### src/rtl/sram_arb_pkg.sv
// sram_arb_pkg: shared definitions for the SRAM request-port arbiter.
//   arb_state_e : arbiter state machine encoding (ARB_IDLE, ARB_WAIT)
//   DW, AW      : data and address widths of every requester and of ext_sram
package sram_arb_pkg;

  localparam int DW = 32;
  localparam int AW = 32;

  typedef enum logic [0:0] {
    ARB_IDLE = 1'b0,
    ARB_WAIT = 1'b1
  } arb_state_e;

endpackage

### src/rtl/sram_arb_pick.sv
// sram_arb_pick: combinational request picker.
//   pend    in  NPORTS : pending request flags
//   ptr     in  PW     : last granted port (used only in round-robin mode)
//   rr_mode in  1      : 1 = round-robin starting after ptr, 0 = lowest index wins
//   gnt_oh  out NPORTS : one-hot selected port (all zero when nothing pending)
//   gnt_idx out PW     : index of the selected port
//   any     out 1      : at least one request pending
module sram_arb_pick
  import sram_arb_pkg::*;
#(
  parameter int NPORTS = 2,
  parameter int PW     = $clog2(NPORTS)
) (
  input  logic [NPORTS-1:0] pend,
  input  logic [PW-1:0]     ptr,
  input  logic              rr_mode,
  output logic [NPORTS-1:0] gnt_oh,
  output logic [PW-1:0]     gnt_idx,
  output logic              any
);

  logic [PW-1:0] cand;
  logic          found;

  // Scan candidates in priority order; the first pending one wins.
  always_comb begin
    gnt_oh  = '0;
    gnt_idx = '0;
    found   = 1'b0;
    cand    = '0;
    any     = |pend;
    for (int k = 0; k < NPORTS; k++) begin
      // Round-robin order starts at the port just after the last grant.
      if (rr_mode) begin
        cand = PW'((int'(ptr) + 1 + k) % NPORTS);
      end else begin
        cand = PW'(k);
      end
      if (!found && pend[cand]) begin
        found         = 1'b1;
        gnt_oh[cand]  = 1'b1;
        gnt_idx       = cand;
      end else begin
        found = found;
      end
    end
  end

endmodule

### src/rtl/sram_arbiter.sv
// sram_arbiter: shares the single ext_sram request port between NPORTS
// requesters. Strobes are captured into per-port pending registers, one
// pending port is granted at a time and replayed to the SRAM controller as a
// single-cycle m_stb, and the controller's ack/read data are routed back.
//
// Build option: SRAM_ARB_RR_EN defined selects round-robin arbitration;
// undefined selects fixed priority (lowest index wins, pointer compiled out).
//
// Ports:
//   clk, reset          : clock, synchronous active-high reset
//   s_stb/s_rw          : per-port request strobe and direction (1 = write)
//   s_addr/s_dtw        : per-port address / write data, port i at [32i+31:32i]
//   s_ack               : per-port completion pulse
//   s_dtr               : read data broadcast to all ports, valid with s_ack
//   m_stb/m_rw/m_addr/m_dtw : request to the SRAM controller
//   m_ack/m_dtr         : completion and read data from the SRAM controller
//   busy                : transaction in flight
//   grant               : index of the current or last granted port
module sram_arbiter
  import sram_arb_pkg::*;
#(
  parameter int NPORTS = 2,
  parameter int PW     = $clog2(NPORTS)
) (
  input  logic                 clk,
  input  logic                 reset,
  input  logic [NPORTS-1:0]    s_stb,
  input  logic [NPORTS-1:0]    s_rw,
  input  logic [AW*NPORTS-1:0] s_addr,
  input  logic [DW*NPORTS-1:0] s_dtw,
  output logic [NPORTS-1:0]    s_ack,
  output logic [DW-1:0]        s_dtr,
  output logic                 m_stb,
  output logic                 m_rw,
  output logic [AW-1:0]        m_addr,
  output logic [DW-1:0]        m_dtw,
  input  logic                 m_ack,
  input  logic [DW-1:0]        m_dtr,
  output logic                 busy,
  output logic [PW-1:0]        grant
);

  arb_state_e state;
  arb_state_e next_state;

  logic [NPORTS-1:0] pend;
  logic [NPORTS-1:0] req_rw;
  logic [AW-1:0]     req_addr [NPORTS];
  logic [DW-1:0]     req_dtw  [NPORTS];

  logic [NPORTS-1:0] grant_oh;
  logic [NPORTS-1:0] pick_oh;
  logic [PW-1:0]     pick_idx;
  logic              pick_any;
  logic [PW-1:0]     rr_ptr;
  logic              rr_mode;

  logic do_grant;
  logic do_done;

  sram_arb_pick #(
    .NPORTS (NPORTS),
    .PW     (PW)
  ) u_pick (
    .pend    (pend),
    .ptr     (rr_ptr),
    .rr_mode (rr_mode),
    .gnt_oh  (pick_oh),
    .gnt_idx (pick_idx),
    .any     (pick_any)
  );

`ifdef SRAM_ARB_RR_EN
  assign rr_mode = 1'b1;

  // Round-robin pointer: remembers the last granted port.
  always_ff @(posedge clk) begin
    if (reset) begin
      rr_ptr <= PW'(NPORTS - 1);
    end else if (do_grant) begin
      rr_ptr <= pick_idx;
    end
  end
`else
  assign rr_mode = 1'b0;
  assign rr_ptr  = '0;
`endif

  // State register; busy is registered from the next state so it tracks WAIT.
  always_ff @(posedge clk) begin
    if (reset) begin
      state <= ARB_IDLE;
      busy  <= 1'b0;
    end else begin
      state <= next_state;
      busy  <= (next_state == ARB_WAIT);
    end
  end

  // Next-state logic: grant from IDLE, complete on m_ack in WAIT.
  always_comb begin
    next_state = state;
    do_grant   = 1'b0;
    do_done    = 1'b0;
    case (state)
      ARB_IDLE: begin
        // m_ack is ignored here: nothing is outstanding.
        if (pick_any) begin
          next_state = ARB_WAIT;
          do_grant   = 1'b1;
        end else begin
          next_state = ARB_IDLE;
        end
      end
      ARB_WAIT: begin
        if (m_ack) begin
          next_state = ARB_IDLE;
          do_done    = 1'b1;
        end else begin
          next_state = ARB_WAIT;
        end
      end
      default: begin
        next_state = ARB_IDLE;
      end
    endcase
  end

  // Pending capture. A strobe on an already-pending port is dropped; the
  // granted port is released on completion, so a strobe in its s_ack cycle
  // sees pend clear and is accepted.
  always_ff @(posedge clk) begin
    for (int i = 0; i < NPORTS; i++) begin
      if (reset) begin
        pend[i]     <= 1'b0;
        req_rw[i]   <= 1'b0;
        req_addr[i] <= '0;
        req_dtw[i]  <= '0;
      end else if (s_stb[i] && !pend[i]) begin
        pend[i]     <= 1'b1;
        req_rw[i]   <= s_rw[i];
        req_addr[i] <= s_addr[AW*i +: AW];
        req_dtw[i]  <= s_dtw[DW*i +: DW];
      end else if (do_done && (grant == PW'(i))) begin
        pend[i] <= 1'b0;
      end
    end
  end

  // Controller-side request: one-cycle strobe, fields held through WAIT.
  always_ff @(posedge clk) begin
    if (reset) begin
      m_stb    <= 1'b0;
      m_rw     <= 1'b0;
      m_addr   <= '0;
      m_dtw    <= '0;
      grant    <= '0;
      grant_oh <= '0;
    end else begin
      m_stb <= do_grant;
      if (do_grant) begin
        m_rw     <= req_rw[pick_idx];
        m_addr   <= req_addr[pick_idx];
        m_dtw    <= req_dtw[pick_idx];
        grant    <= pick_idx;
        grant_oh <= pick_oh;
      end
    end
  end

  // Return path: s_ack pulses on the granted port; read data captured for
  // writes too so s_dtr always reflects the last completion.
  always_ff @(posedge clk) begin
    if (reset) begin
      s_ack <= '0;
      s_dtr <= '0;
    end else begin
      if (do_done) begin
        s_ack <= grant_oh;
        s_dtr <= m_dtr;
      end else begin
        s_ack <= '0;
      end
    end
  end

endmodule

### config.mk
export PLATFORM = sky130hd
export DESIGN_NAME = sram_arbiter
export DESIGN_NICKNAME = d
export VERILOG_FILES = /design/src/rtl/sram_arb_pkg.sv /design/src/rtl/sram_arb_pick.sv /design/src/rtl/sram_arbiter.sv
export SDC_FILE = /design/constraint.sdc
export NUM_CORES = 1
export LEC_CHECK = 0
export CAP_MARGIN = 20
export CORE_MARGIN = 1.5
export CORE_UTILIZATION = 50
export CTS_CLUSTER_DIAMETER = 80
export DETAILED_ROUTE_END_ITERATION = 10
export HOLD_SLACK_MARGIN = 0.06
export PLACE_DENSITY = 0.85
export SYNTH_ARGS = -nofsm -noshare
export SYNTH_HDL_FRONTEND = slang
export SYNTH_SLANG_ARGS = --single-unit
### constraint.sdc
create_clock -name clk -period 4.03 [get_ports clk]
set_input_delay 0.403 -clock clk [delete_from_list [all_inputs] [get_ports clk]]
set_output_delay 0.403 -clock clk [all_outputs]
set_load 0.05 [all_outputs]
==> run_results.csv <==
group,metric,value,unit
sta,slew_viol_final,0,
setup_path,end_kind,"primary output",
floorplan,die_y,135,um
synth,synthFlopType,"edfxtp_1",
synth,ys_warn_count,0,
synth,synth-async-reset-ratio,0,
floorplan,num_rows,48,
detailed_routing,vias,6158,
synth,synth.distinct_cells,25,
pwr,peakVddDrop,478,uV
cells_and_area,synthToLayoutAreaGrowth,42.7,%
cts,clkTransAtPathRegs,60,ps
floorplan,dieArea,18300,um^2
synth,synth_edf_count,128,
run_status,outcome,"finished, final reports clean",
sta,relSlewSlack,0.382,
global_route,grt_max_degree,66,
placed_design,port_buffers,268,
setup_path,cp.required,3630,ps
sta,worst_pin_slew,925,ps
cts,clk_root_buffer_cell,"clkbuf_16",
floorplan,die_w,135,um
synth,synthMostInstantiatedCell,"and2_1",
detailed_routing,first_iter_violations,361,
setup_path,critPathMaxStageDelay,910,ps
cts,postCtsSetupBuffers,0,
synth,ys_ff_latch,235,
cts,cts-buffers-inserted,24,
synth,synth_common_cells,"129 x and2_1, 128 x edfxtp_1, 107 x dfxtp_1",
floorplan,floorplan.initialDensity,0.510,
sta,fin_crit,2430,ps
sta,finalSetupTns,0,ps
setup_path,cp.buffers_inverters,1,
cts,cts_resized,0,
detailed_routing,drc,0,
setup_path,crit_slowest_cell,"clkdlybuf4s50_1",
cells_and_area,layoutNonFillerInstCount,1169,
synth,syn-instance-count,671,
synth,netlist_area,8760,um^2
floorplan,pin_count,269,
sta,setup-violations-final,0,
placed_design,dp_hpwl,14400,um
sta,hold_violations,0,
synth,synthTopCellsByArea,"edfxtp_1 44%, dfxtp_1 24%, and2_1 9.2%",
pwr,p_leak,0.00484,uW
sta,hold_ws,477,ps
hold_path,hold_class,"flop to flop",
cts,clk_path_buf_depth,3,
pwr,pwr_density_cell,508,nW/um^2
cts,clk_latency,510,ps
synth,avgSynthCellArea,13.0,um^2
sta,finalWorstSetupSlack,1600,ps
sta,fin_crit_sh,0.602,
setup_path,critPathTopFamily,"buffers and inverters",
setup_path,crit_type,"flop to primary output",
cts,clock_sinks,235,
sta,skew,11.6,ps
detailed_routing,wire_per_inst,19.1,um
placed_design,dp_slack,1650,ps
cells_and_area,drive_gt1_frac,0.125,
setup_path,r2r_slack,1880,ps
synth,synth_top_area_share,0.439,
setup_path,crit_fanout,8,
setup_path,cp-start-kind,"flop",
floorplan,coreArea,17200,um^2
sta,rsz0062_at_grt,"no",
placed_design,gp_congestion,0.784,
sta,clock.fmax,412,MHz
cells_and_area,nets,1093,
global_route,antenna_found_initial,1,
detailed_routing,ant_nets,0,
cts,cts_tree,"built",
detailed_routing,drt_pass1_iterations,4,
run,drv_cap,0,
cts,htreeDepth,1,
setup_path,cp_cell_sequence,"clkdlybuf4s50_1",
cts,postCtsHoldBufs,0,
global_route,grt_pass1_wl,34300,um
placed_design,place_inst,1124,
detailed_routing,wirelength,22400,um
setup_path,worstPathArrival,2020,ps
detailed_routing,viasPerCell,5.27,
global_route,gr-total-overflow,0,
synth,syn_nets,838,
synth,synth_seq_area_share,0.684,
global_route,grt_pass1_vias,6345,
global_route,grt_usage,0.242,
synth,yosysTopAreaCell,"edfxtp_1",
-- per-layer routing --
layer  up-vias  share of wire  global-route usage  wire [um]
li1       2902              -                   -          -
met1      2938           0.38               0.289       8510
met5         -              0                   0          0
met4         0          0.041              0.0950        908
met2       256           0.51               0.427      11500
met3        62          0.065              0.0535       1460
-- cell families (layout without fill, tap and decap cells) --
group | count (synthesis) | count (layout) | synth area share
buffers and inverters | 117 | 389 | 0.0533
AOI/OAI and AO/OA | 173 | 173 | 0.161
DFF | 235 | 235 | 0.684
other | 0 | 1 | 0
and+or+nand+nor | 146 | 146 | 0.102
-- final timing paths --
| check | from | cells past startpoint | end |
|---|---|---|---|
| worst max-delay path | state | 1 | busy |
| worst min-delay path | s_dtr[26] | 1 | s_dtr[26] |
| worst max register to register | state | 4 | m_dtw[30] |
| worst min register to register | s_dtr[26] | 1 | s_dtr[26] |
-- final cells by class --
cell class                 count  area (um^2)
antenna                        1         2.50
clock inverter                10          153
multi-input combinational    319         2340
clock buffer                  33          697
timing repair buffer         277         2780
inverter                      69          259
fill                        1150         4680
tap                          225          282
sequential                   235         5990
-- sequential cells by signal (all words and copies together), names as in the netlist, 2 cells and up --
register	flops
m_addr	32
m_dtw	32
pend	2
req_addr	64
req_dtw	64
req_rw	2
s_ack	2
s_dtr	32
-- where the power goes --
group          leakage [uW]  total (uW)  switching (uW)  internal [uW]
Sequential          0.00227        2860             102           2760
Combinational       0.00216        1140             675            465
Clock              0.000415        2360             891           1460
-- placed cells by master (no fill, tap or decap), types with 2 or more instances in the layout --
cell / count
a21oi_1: 69
a22o_1: 33
and2_1: 129
buf_12: 2
buf_4: 6
bufinv_16: 4
clkbuf_1: 5
clkbuf_16: 26
clkbuf_8: 2
clkdlybuf4s50_1: 267
clkinv_2: 3
dfxtp_1: 107
edfxtp_1: 128
inv_1: 68
nand2b_1: 3
nor2_1: 3
nor2_4: 3
o21ai_0: 2
o221a_1: 3
o221a_2: 62
-- through the flow --
step	util	instance area [um^2]	total power, uW
after CTS	0.726	12500	6390
after floorplan	-	8760	3550
after detailed placement	0.677	11600	4040
final	0.728	12500	6350
after global placement	0.676	11600	4010
after global routing	0.728	12500	6550
No activity file was read; power rests on OpenSTA's default activity.
